`src/rtl/alu_pkg.sv`:
```
// Opcode constants and FSM state type shared by the arbiter, its picker and the external ALU.
package alu_pkg;

  localparam logic [3:0] ADD  = 4'd0;
  localparam logic [3:0] SUB  = 4'd1;
  localparam logic [3:0] XOR  = 4'd2;
  localparam logic [3:0] OR   = 4'd3;
  localparam logic [3:0] AND  = 4'd4;
  localparam logic [3:0] SLL  = 4'd5;
  localparam logic [3:0] SRL  = 4'd6;
  localparam logic [3:0] SRA  = 4'd7;
  localparam logic [3:0] SLT  = 4'd8;
  localparam logic [3:0] SLTU = 4'd9;

  typedef enum logic [1:0] {
    IDLE = 2'd0,
    EXEC = 2'd1,
    RESP = 2'd2
  } state_e;

endpackage

```
`src/rtl/alu_arb_pick.sv`:
```
// Two-way grant selection; round-robin when ALU_ARB_ROUND_ROBIN_EN is defined, else fixed priority to requester 0.
module alu_arb_pick
  import alu_pkg::*;
(
  input  logic [1:0] req_valid,
`ifdef ALU_ARB_ROUND_ROBIN_EN
  input  logic       last_grant,
`endif
  output logic [1:0] grant
);

  always_comb begin
    grant = '0;
    if (req_valid == 2'b11) begin
`ifdef ALU_ARB_ROUND_ROBIN_EN
      grant = last_grant ? 2'b01 : 2'b10;
`else
      grant = 2'b01;
`endif
    end else begin
      grant = req_valid;
    end
  end

endmodule

```
`src/rtl/alu_arbiter.sv`:
```
// Two-requester front end for a shared external ALU: grant, latch operands, execute one cycle, hold response.
// Build option: ALU_ARB_ROUND_ROBIN_EN selects round-robin contention (default fixed priority to requester 0).
module alu_arbiter
  import alu_pkg::*;
#(
  parameter int unsigned DATA_W = 32,
  parameter int unsigned OP_W   = 4
) (
  input  logic              clk,
  input  logic              reset,
  input  logic [1:0]        req_valid,
  output logic [1:0]        req_ready,
  input  logic [OP_W-1:0]   req_op_0,
  input  logic [OP_W-1:0]   req_op_1,
  input  logic [DATA_W-1:0] req_a_0,
  input  logic [DATA_W-1:0] req_a_1,
  input  logic [DATA_W-1:0] req_b_0,
  input  logic [DATA_W-1:0] req_b_1,
  output logic [1:0]        resp_valid,
  input  logic [1:0]        resp_ready,
  output logic [DATA_W-1:0] resp_data,
  output logic              resp_err,
  output logic [DATA_W-1:0] alu_in_1,
  output logic [DATA_W-1:0] alu_in_2,
  output logic [OP_W-1:0]   alu_operation,
  input  logic [DATA_W-1:0] alu_out
);

  state_e            state_q;
  logic              owner_q;
  logic [OP_W-1:0]   op_q;
  logic [DATA_W-1:0] a_q;
  logic [DATA_W-1:0] b_q;
  logic [DATA_W-1:0] result_q;
  logic              err_q;
  logic [1:0]        resp_valid_q;

  logic [1:0]        grant;
  logic              owner_d;
  logic [OP_W-1:0]   op_d;
  logic [DATA_W-1:0] a_d;
  logic [DATA_W-1:0] b_d;
  logic [DATA_W-1:0] result_d;
  logic              err_d;

`ifdef ALU_ARB_ROUND_ROBIN_EN
  logic              last_grant_q;
`endif

  alu_arb_pick u_pick (
    .req_valid  (req_valid),
`ifdef ALU_ARB_ROUND_ROBIN_EN
    .last_grant (last_grant_q),
`endif
    .grant      (grant)
  );

  // Combinational ready so the handshake completes in the same IDLE cycle; masked while reset is high.
  assign req_ready = (state_q == IDLE && !reset) ? grant : 2'b00;

  always_comb begin
    owner_d  = grant[1];
    op_d     = owner_d ? req_op_1 : req_op_0;
    a_d      = owner_d ? req_a_1  : req_a_0;
    b_d      = owner_d ? req_b_1  : req_b_0;
    err_d    = 32'(op_q) > 32'(SLTU);
    result_d = err_d ? '0 : alu_out;
  end

  always_ff @(posedge clk) begin
    if (reset) begin
      state_q      <= IDLE;
      owner_q      <= 1'b0;
      op_q         <= '0;
      a_q          <= '0;
      b_q          <= '0;
      result_q     <= '0;
      err_q        <= 1'b0;
      resp_valid_q <= '0;
`ifdef ALU_ARB_ROUND_ROBIN_EN
      last_grant_q <= 1'b1;
`endif
    end else begin
      case (state_q)
        IDLE: begin
          if (|req_ready) begin
            owner_q <= owner_d;
            op_q    <= op_d;
            a_q     <= a_d;
            b_q     <= b_d;
            state_q <= EXEC;
`ifdef ALU_ARB_ROUND_ROBIN_EN
            last_grant_q <= owner_d;
`endif
          end
        end
        EXEC: begin
          result_q     <= result_d;
          err_q        <= err_d;
          resp_valid_q <= owner_q ? 2'b10 : 2'b01;
          state_q      <= RESP;
        end
        RESP: begin
          if (resp_ready[owner_q]) begin
            resp_valid_q <= '0;
            state_q      <= IDLE;
          end
        end
        default: state_q <= IDLE;
      endcase
    end
  end

  assign alu_in_1      = a_q;
  assign alu_in_2      = b_q;
  assign alu_operation = op_q;
  assign resp_valid    = resp_valid_q;
  assign resp_data     = result_q;
  assign resp_err      = err_q;

endmodule

```
`config.mk`:
```
export PLATFORM = sky130hd
export DESIGN_NAME = alu_arbiter
export DESIGN_NICKNAME = d
export VERILOG_FILES = /design/src/rtl/alu_pkg.sv /design/src/rtl/alu_arb_pick.sv /design/src/rtl/alu_arbiter.sv
export SDC_FILE = /design/constraint.sdc
export NUM_CORES = 1
export LEC_CHECK = 0
export ABC_CLOCK_PERIOD_IN_PS = 1800
export CAP_MARGIN = 20
export CORE_MARGIN = 3
export CORE_UTILIZATION = 33
export DETAILED_ROUTE_END_ITERATION = 12
export GPL_TIMING_DRIVEN = 0
export PLACE_DENSITY = 0.81
export SLEW_MARGIN = 20
export SYNTH_ARGS = -nofsm -noshare
export SYNTH_HDL_FRONTEND = slang
export SYNTH_HIERARCHICAL = 1
export SYNTH_SLANG_ARGS = --single-unit
```
`constraint.sdc`:
```
create_clock -name clk -period 1.8 [get_ports clk]
set_input_delay 0.36 -clock clk [delete_from_list [all_inputs] [get_ports clk]]
set_output_delay 0.36 -clock clk [all_outputs]
set_load 0.02 [all_outputs]
```
==> results of run 1 <==
[cell usage after synthesis, drive strengths merged]
| master | instances |
|---|---|
| o21a | 1 |
| a22o | 32 |
| a21oi | 71 |
| or2 | 1 |
| nand2 | 2 |
| nor3 | 2 |
| and2 | 3 |
| buf | 13 |
| a211o | 1 |
| a211oi | 68 |
| dfxtp | 106 |
| nor2b | 2 |
| clkbuf | 33 |
| o21bai | 1 |
| o21ai | 1 |
| nand2b | 2 |
| nand3b | 1 |
| nor2 | 4 |
| mux2i | 69 |
| nor4 | 1 |
| nor3b | 1 |
[how the worst min path moves through the flow]
| stage | start | cells after the start | to | slack, ps |
|---|---|---|---|---|
| finish | resp_err$_SDFFE_PP0P_ | 2 | resp_err$_SDFFE_PP0P_ | 470 |
| detailed placement | resp_data[17]$_SDFFE_PP0P_ | 1 | resp_data[17]$_SDFFE_PP0P_ | 460 |
| CTS | resp_err$_SDFFE_PP0P_ | 2 | resp_err$_SDFFE_PP0P_ | 480 |
| global placement | resp_data[1]$_SDFFE_PP0P_ | 1 | resp_data[1]$_SDFFE_PP0P_ | 460 |
| global route | resp_err$_SDFFE_PP0P_ | 2 | resp_err$_SDFFE_PP0P_ | 500 |
| floorplan | state_q[1]$_SDFFE_PP0P_ | 1 | resp_valid[0]$_SDFFE_PP0P_ | 470 |
[state kept, by name (all words and copies together), names as in the netlist]
signal / flops
alu_in_1: 32
resp_err: 1
resp_data: 32
resp_valid: 2
alu_in_2: 32
state_q: 2
owner_q: 1
alu_operation: 4
[area by class of cell]
type / instances / share of cell area [%]
timing repair buffer: 289 / 36.2
sequential: 106 / 26.8
multi-input combinational: 263 / 26.3
buffer: 44 / 3.49
clock buffer: 10 / 3.02
tap: 172 / 2.72
clock inverter: 6 / 1.41
[critical path, cell delays in order (launching register included)]
cell and delay, ps:
dfxtp_4 350, nor3_4 300, clkbuf_8 200, buf_6 80
and2_4 130, buf_6 110
[cells by family after synthesis]
family / synth area share (%)
flops: 48.8
compound gates: 28.2
simple gates: 2.50
mux: 15.9
buf+inv: 4.63
[cell usage in the layout, fill, tap and decap left out, drive strengths merged]
cell type,Yosys,final
clkdlybuf4s50,0,273
dfxtp,106,106
a21oi,71,71
mux2i,69,69
a211oi,68,68
clkbuf,33,43
a22o,32,32
buf,13,24
nor2,4,4
bufinv,0,3
and2,3,3
nand2b,2,2
nor2b,2,2
nand2,2,2
dlygate4sd2,0,2
nor3,2,2
or2,1,1
o21a,1,1
o21ai,1,1
a211o,1,1
nand3b,1,1
o21bai,1,1
nor3b,1,1
nor4,1,1
inv,0,1
clkinvlp,0,1
clkinv,0,1
clkdlybuf4s15,0,1
[stage by stage]
| step | cells | total power [mW] |
|---|---|---|
| finish | 890 | 6.71 |
| global route | 890 | 6.99 |
| CTS | 890 | 6.77 |
| detailed placement | 865 | 4.41 |
| global placement | 865 | 4.37 |
| floorplan | 415 | 3.47 |
[power breakdown]
part	total, mW	internal (mW)	switching [mW]	leakage, nW
Clock	2.27	1.40	0.871	0.169
Sequential	2.66	2.54	0.118	0.871
Combinational	1.78	0.966	0.814	1.85
[routing by layer]
layer	vias to the layer above	global-route usage [%]	share of wire, %
met4	0	7.37	2.3
li1	2173	-	-
met5	-	0	0
met3	26	4.07	7.2
met2	197	36.4	51
met1	2080	24.9	40
[repair_timing]
action,in CTS,in global routing
gates resized for setup,63,11
pin swaps,3,1
setup endpoints to repair,72,73
setup buffers,11,0
==> results.txt, run 1 <==
FP Rows -> 41
drt initial violations -> 206
first-pass GRT wire length -> 24.2 mm
Synth Area per Inst -> 10.5 um2
P per Cell Area -> 848 mW/mm2
largest net degree at the start of global routing -> 18
vias in the first global route -> 4645
Highest Clock Rate -> 535 MHz
Die Span X -> 121 um
R2R Setup Slk -> 70 ps
CTS max path bufs -> 2
FF+latch area -> 0.00213 mm2
TritonRoute pass-1 iters -> 4
H-tree depth -> 3
worst-path fanout max -> 3
critical path endpoint category -> output pin
Peak VDD IR -> 0.422 mV
post-synth net total -> 589
Final period util -> 104%
antenna violations before repair -> 0
Fillers -> 1050
pre-CTS setup slack -> -1270 ps
Clock Sinks -> 106
Final TNS setup -> -114 ps
dpl cell area -> 0.00735 mm2
Design Area, Final -> 0.00792 mm2
Routed WL -> 15.4 mm
Core Region -> 0.0128 mm2
Synth top area share -> 48.8%
hold_ws -> 471 ps
clock slew seen by the registers of the worst setup and hold paths -> 70 ps
Final Critical Period -> 1870 ps
max-slew violations -> 0
Ports -> 279
failing checks -> setup timing
post-layout net count -> 887
fraction of final layout cells sized beyond drive strength 1 -> 11.6%
GRT overflow -> 0
TritonCTS buffer count -> 9
Setup violations, final -> 2
chip height -> 121 um
area of the multi-input gates -> 0.00208 mm2
Hold Path Class -> register to register
RePlAce Congestion -> 0.778
drt via density -> 5.03
dpl hpwl -> 12.1 mm
Slew @ Worst Pin -> 630 ps
max cap viols -> 0
Root Driver -> clkbuf_16
status -> finished with violations
GRT Util Overall -> 20.6%
FF-to-FF End -> alu_in_2[18]$_SDFFE_PP0P_
wire length per cell -> 17.3 um
synthesized area -> 0.00435 mm2
R2R depth -> 7
Synth cell types -> 24
post-layout worst setup margin -> -70.3 ps
synth top area cells -> dfxtp_1 (49%), mux2i_1 (16%), a211oi_1 (10%), a21oi_1 (8.2%), a22o_1 (6.4%)
Antenna Nets Post-Route -> 0
yosys synthesis warning count -> 6
DRC errors left -> 0
Critical Path AT -> 1510 ps
later-pin clock latency in the skew report -> 340 ps
end point of the critical path -> req_ready[1]
Layout area overhead -> 82.1%
synthesis-stage register bit count -> 106
Finished Core Util -> 62.0%
Initial Util -> 34.0%
CP Class -> register to output pin
post-synth top area cell -> dfxtp_1
die area -> 0.0146 mm2
Worst Setup SP -> state_q[0]$_SDFFE_PP0P_
Worst R2R Start -> state_q[0]$_SDFFE_PP0P_
Final Hold Vio Count -> 0
CTS hold repair buffers -> 0
routed via count -> 4476
Port Buf Inserts -> 278
sequential element share of the synthesized area -> 48.8%
RSZ-0062 raised after global routing -> true
Clock Skew -> 8.89 ps
CTS tree -> built
Cells after Synth -> 415
relative slew slack -> 58.0%
n_diodes -> 0
leakage -> 2.89 nW
Critical Path Source Type -> register
Required @ worst endpoint -> 1440 ps
No activity file was read; power rests on OpenSTA's default activity.
==> inputs of run 2 (changes only) <==
- SYNTH_HIERARCHICAL: 1 -> not set
==> run 2 against run 1 <==
Against the previous run: the run now ends clean; maximum frequency increased by 8.8%; non-clock buffer count is 10 lower; clock power is 10% lower; sequential power hardly changed; highest routed layer unchanged; die area increased by 1.3%; count of clock-buffer cells in the layout fell by 1; clock skew is 0.61 ps lower; critical path type unchanged; first-iteration DRC count fell by 13%.
==> results.txt, run 2 <==
Layout area overhead -> 75.0%
Clock Sinks -> 106
routed via count -> 4464
CTS tree -> built
DRC errors left -> 0
relative slew slack -> 58.3%
P per Cell Area -> 847 mW/mm2
Required @ worst endpoint -> 1440 ps
RePlAce Congestion -> 0.772
Antenna Nets Post-Route -> 0
Final Critical Period -> 1720 ps
synthesis-stage register bit count -> 106
worst-path fanout max -> 2
Final period util -> 95.5%
most common cell in the netlist -> dfxtp_1
pre-CTS setup slack -> -1040 ps
CP Class -> register to output pin
sequential element share of the synthesized area -> 48.2%
drt initial violations -> 179
Routed WL -> 15.6 mm
Ports -> 279
Slew @ Worst Pin -> 626 ps
status -> complete, no violations
Synth async-reset ratio -> 0%
antenna violations before repair -> 0
synth top area cells -> dfxtp_1 (48%), mux2i_1 (16%), a211oi_1 (10%), a21oi_1 (8.2%), a22o_1 (6.4%)
fraction of final layout cells sized beyond drive strength 1 -> 8.74%
wire length per cell -> 17.7 um
Final TNS setup -> 0 ps
Hold Path Class -> input port to register
Synth Area per Inst -> 10.6 um2
EDFF count, synth -> 0
most frequent cells in the layout -> clkdlybuf4s50_1 (272), dfxtp_1 (104), a21oi_1 (72)
die area -> 0.0148 mm2
PnR Total Power -> 6.53 mW
Core Region -> 0.0128 mm2
first-pass GRT wire length -> 23.8 mm
GRT overflow -> 0
TritonCTS buffer count -> 9
Fillers -> 1104
CTS hold repair buffers -> 0
Synth cell types -> 26
FP Rows -> 41
Critical Path Source Type -> register
max-slew violations -> 0
Main synth FF type -> dfxtp_1
Port Buf Inserts -> 278
post-layout net count -> 878
area of the multi-input gates -> 0.00205 mm2
Initial Util -> 34.4%
GRT Util Overall -> 20.3%
Buf/Inv on CP -> 1
Critical Path AT -> 1360 ps
post-synth net total -> 591
CTS max path bufs -> 2
slowest library cell on the worst path -> clkdlybuf4s50_1
Peak VDD IR -> 0.567 mV
n_diodes -> 0
chip height -> 122 um
drt via density -> 5.07
dpl hpwl -> 12.5 mm
critical path endpoint category -> output pin
H-tree depth -> 3
Critical Path Max Stage Delay -> 640 ps
Die Span X -> 122 um
Cells after Synth -> 417
CP delay by family, top -> buffers and inverters
RSZ-0062 raised after global routing -> false
Synth top area share -> 48.2%
vias in the first global route -> 4656
Root Driver -> clkbuf_16
post-layout worst setup margin -> 81.6 ps
FF+latch area -> 0.00212 mm2
yosys synthesis warning count -> 0
Highest Clock Rate -> 582 MHz
leading cell type in the layout, fill and taps excluded -> clkdlybuf4s50_1
clock slew seen by the registers of the worst setup and hold paths -> 70 ps
Clock Skew -> 8.28 ps
synthesized area -> 0.00441 mm2
CP Cell Sequence -> clkdlybuf4s50_1
largest net degree at the start of global routing -> 20
Final Hold Vio Count -> 0
post-synth top area cell -> dfxtp_1
leakage -> 3.09 nW
TritonRoute pass-1 iters -> 4
max cap viols -> 0
later-pin clock latency in the skew report -> 340 ps
commonest cells in the netlist -> dfxtp_1 (106), a21oi_1 (72), mux2i_1 (69)
Setup violations, final -> 0
[run 2: changes by cell type in the layout (fill, tap and decap cells not counted), sizes merged]
cell and delta:
clkdlybuf4s15 -1, a211oi +1, buf +7, o21bai -1
bufinv -2, nor2 +1, and2 -1, nor2b -1
inv +3, clkdlybuf4s50 -1, clkbuf -18, nor4 +1
a21oi +1, dlygate4sd2 +2
[run 2: layer usage]
| layer | vias up | wire length, um | share of wire (%) | GRT usage (%) |
|---|---|---|---|---|
| met1 | 2115 | 5980 | 38 | 22.8 |
| met2 | 172 | 8150 | 52 | 37.4 |
| li1 | 2156 | - | - | - |
| met5 | - | 0 | 0 | 0 |
| met4 | 0 | 294 | 1.9 | 6.51 |
| met3 | 21 | 1150 | 7.4 | 5.29 |
[run 2: power breakdown]
part / switching, mW / internal (mW) / total [mW]
clock network: 0.933 / 1.11 / 2.04
registers: 0.131 / 2.56 / 2.69
logic: 0.838 / 0.967 / 1.81
[run 2: cells by family (layout without fill, tap and decap cells)]
kind of cell / after synthesis / after routing / share of synthesized area, %
AO/OA/AOI/OAI: 176 / 176 / 27.9
buffers and inverters: 47 / 339 / 5.54
flip-flops: 106 / 106 / 48.2
multiplexers: 69 / 69 / 15.7
AND/OR/NAND/NOR: 19 / 19 / 2.73
[run 2: area by class of cell]
class | count | area share, %
Buffer | 42 | 2.86
Clock buffer | 9 | 2.92
Clock inverter | 7 | 1.09
Multi-Input combinational cell | 264 | 26.5
Sequential cell | 106 | 27.6
Tap cell | 172 | 2.79
Timing Repair Buffer | 281 | 36.2
[run 2: path summary, 6_finish.rpt]
| path | start | to | slack (ps) | depth (start not counted) |
|---|---|---|---|---|
| worst max register to register | state_q[1]$_SDFFE_PP0P_ | alu_in_2[18]$_SDFFE_PP0P_ | 210 | 5 |
| worst min register to register | resp_err$_SDFFE_PP0P_ | resp_err$_SDFFE_PP0P_ | 470 | 2 |
| worst min-delay path | req_valid[0] | owner_q$_SDFFE_PP0P_ | 410 | 2 |
| worst max-delay path | alu_in_2[4]$_SDFFE_PP0P_ | alu_in_2[4] | 80 | 1 |
[run 2: through the flow]
| step | area (um2) | hold WS [ps] | cells | util, % |
|---|---|---|---|---|
| 2_1_floorplan | 4410 | 457 | 417 | - |
| 3_3_place_gp | 7410 | 451 | 867 | 57.8 |
| 3_5_place_dp | 7410 | 456 | 867 | 57.8 |
| 4_1_cts | 7730 | 398 | 884 | 60.3 |
| 5_1_grt | 7710 | 433 | 881 | 60.1 |
| 6_report | 7710 | 413 | 881 | 60.1 |
[run 2: repair_timing]
item,CTS,global route
pin swaps,1,1
setup endpoints to repair,33,25
buffers inserted,3,0
resized for setup,21,6
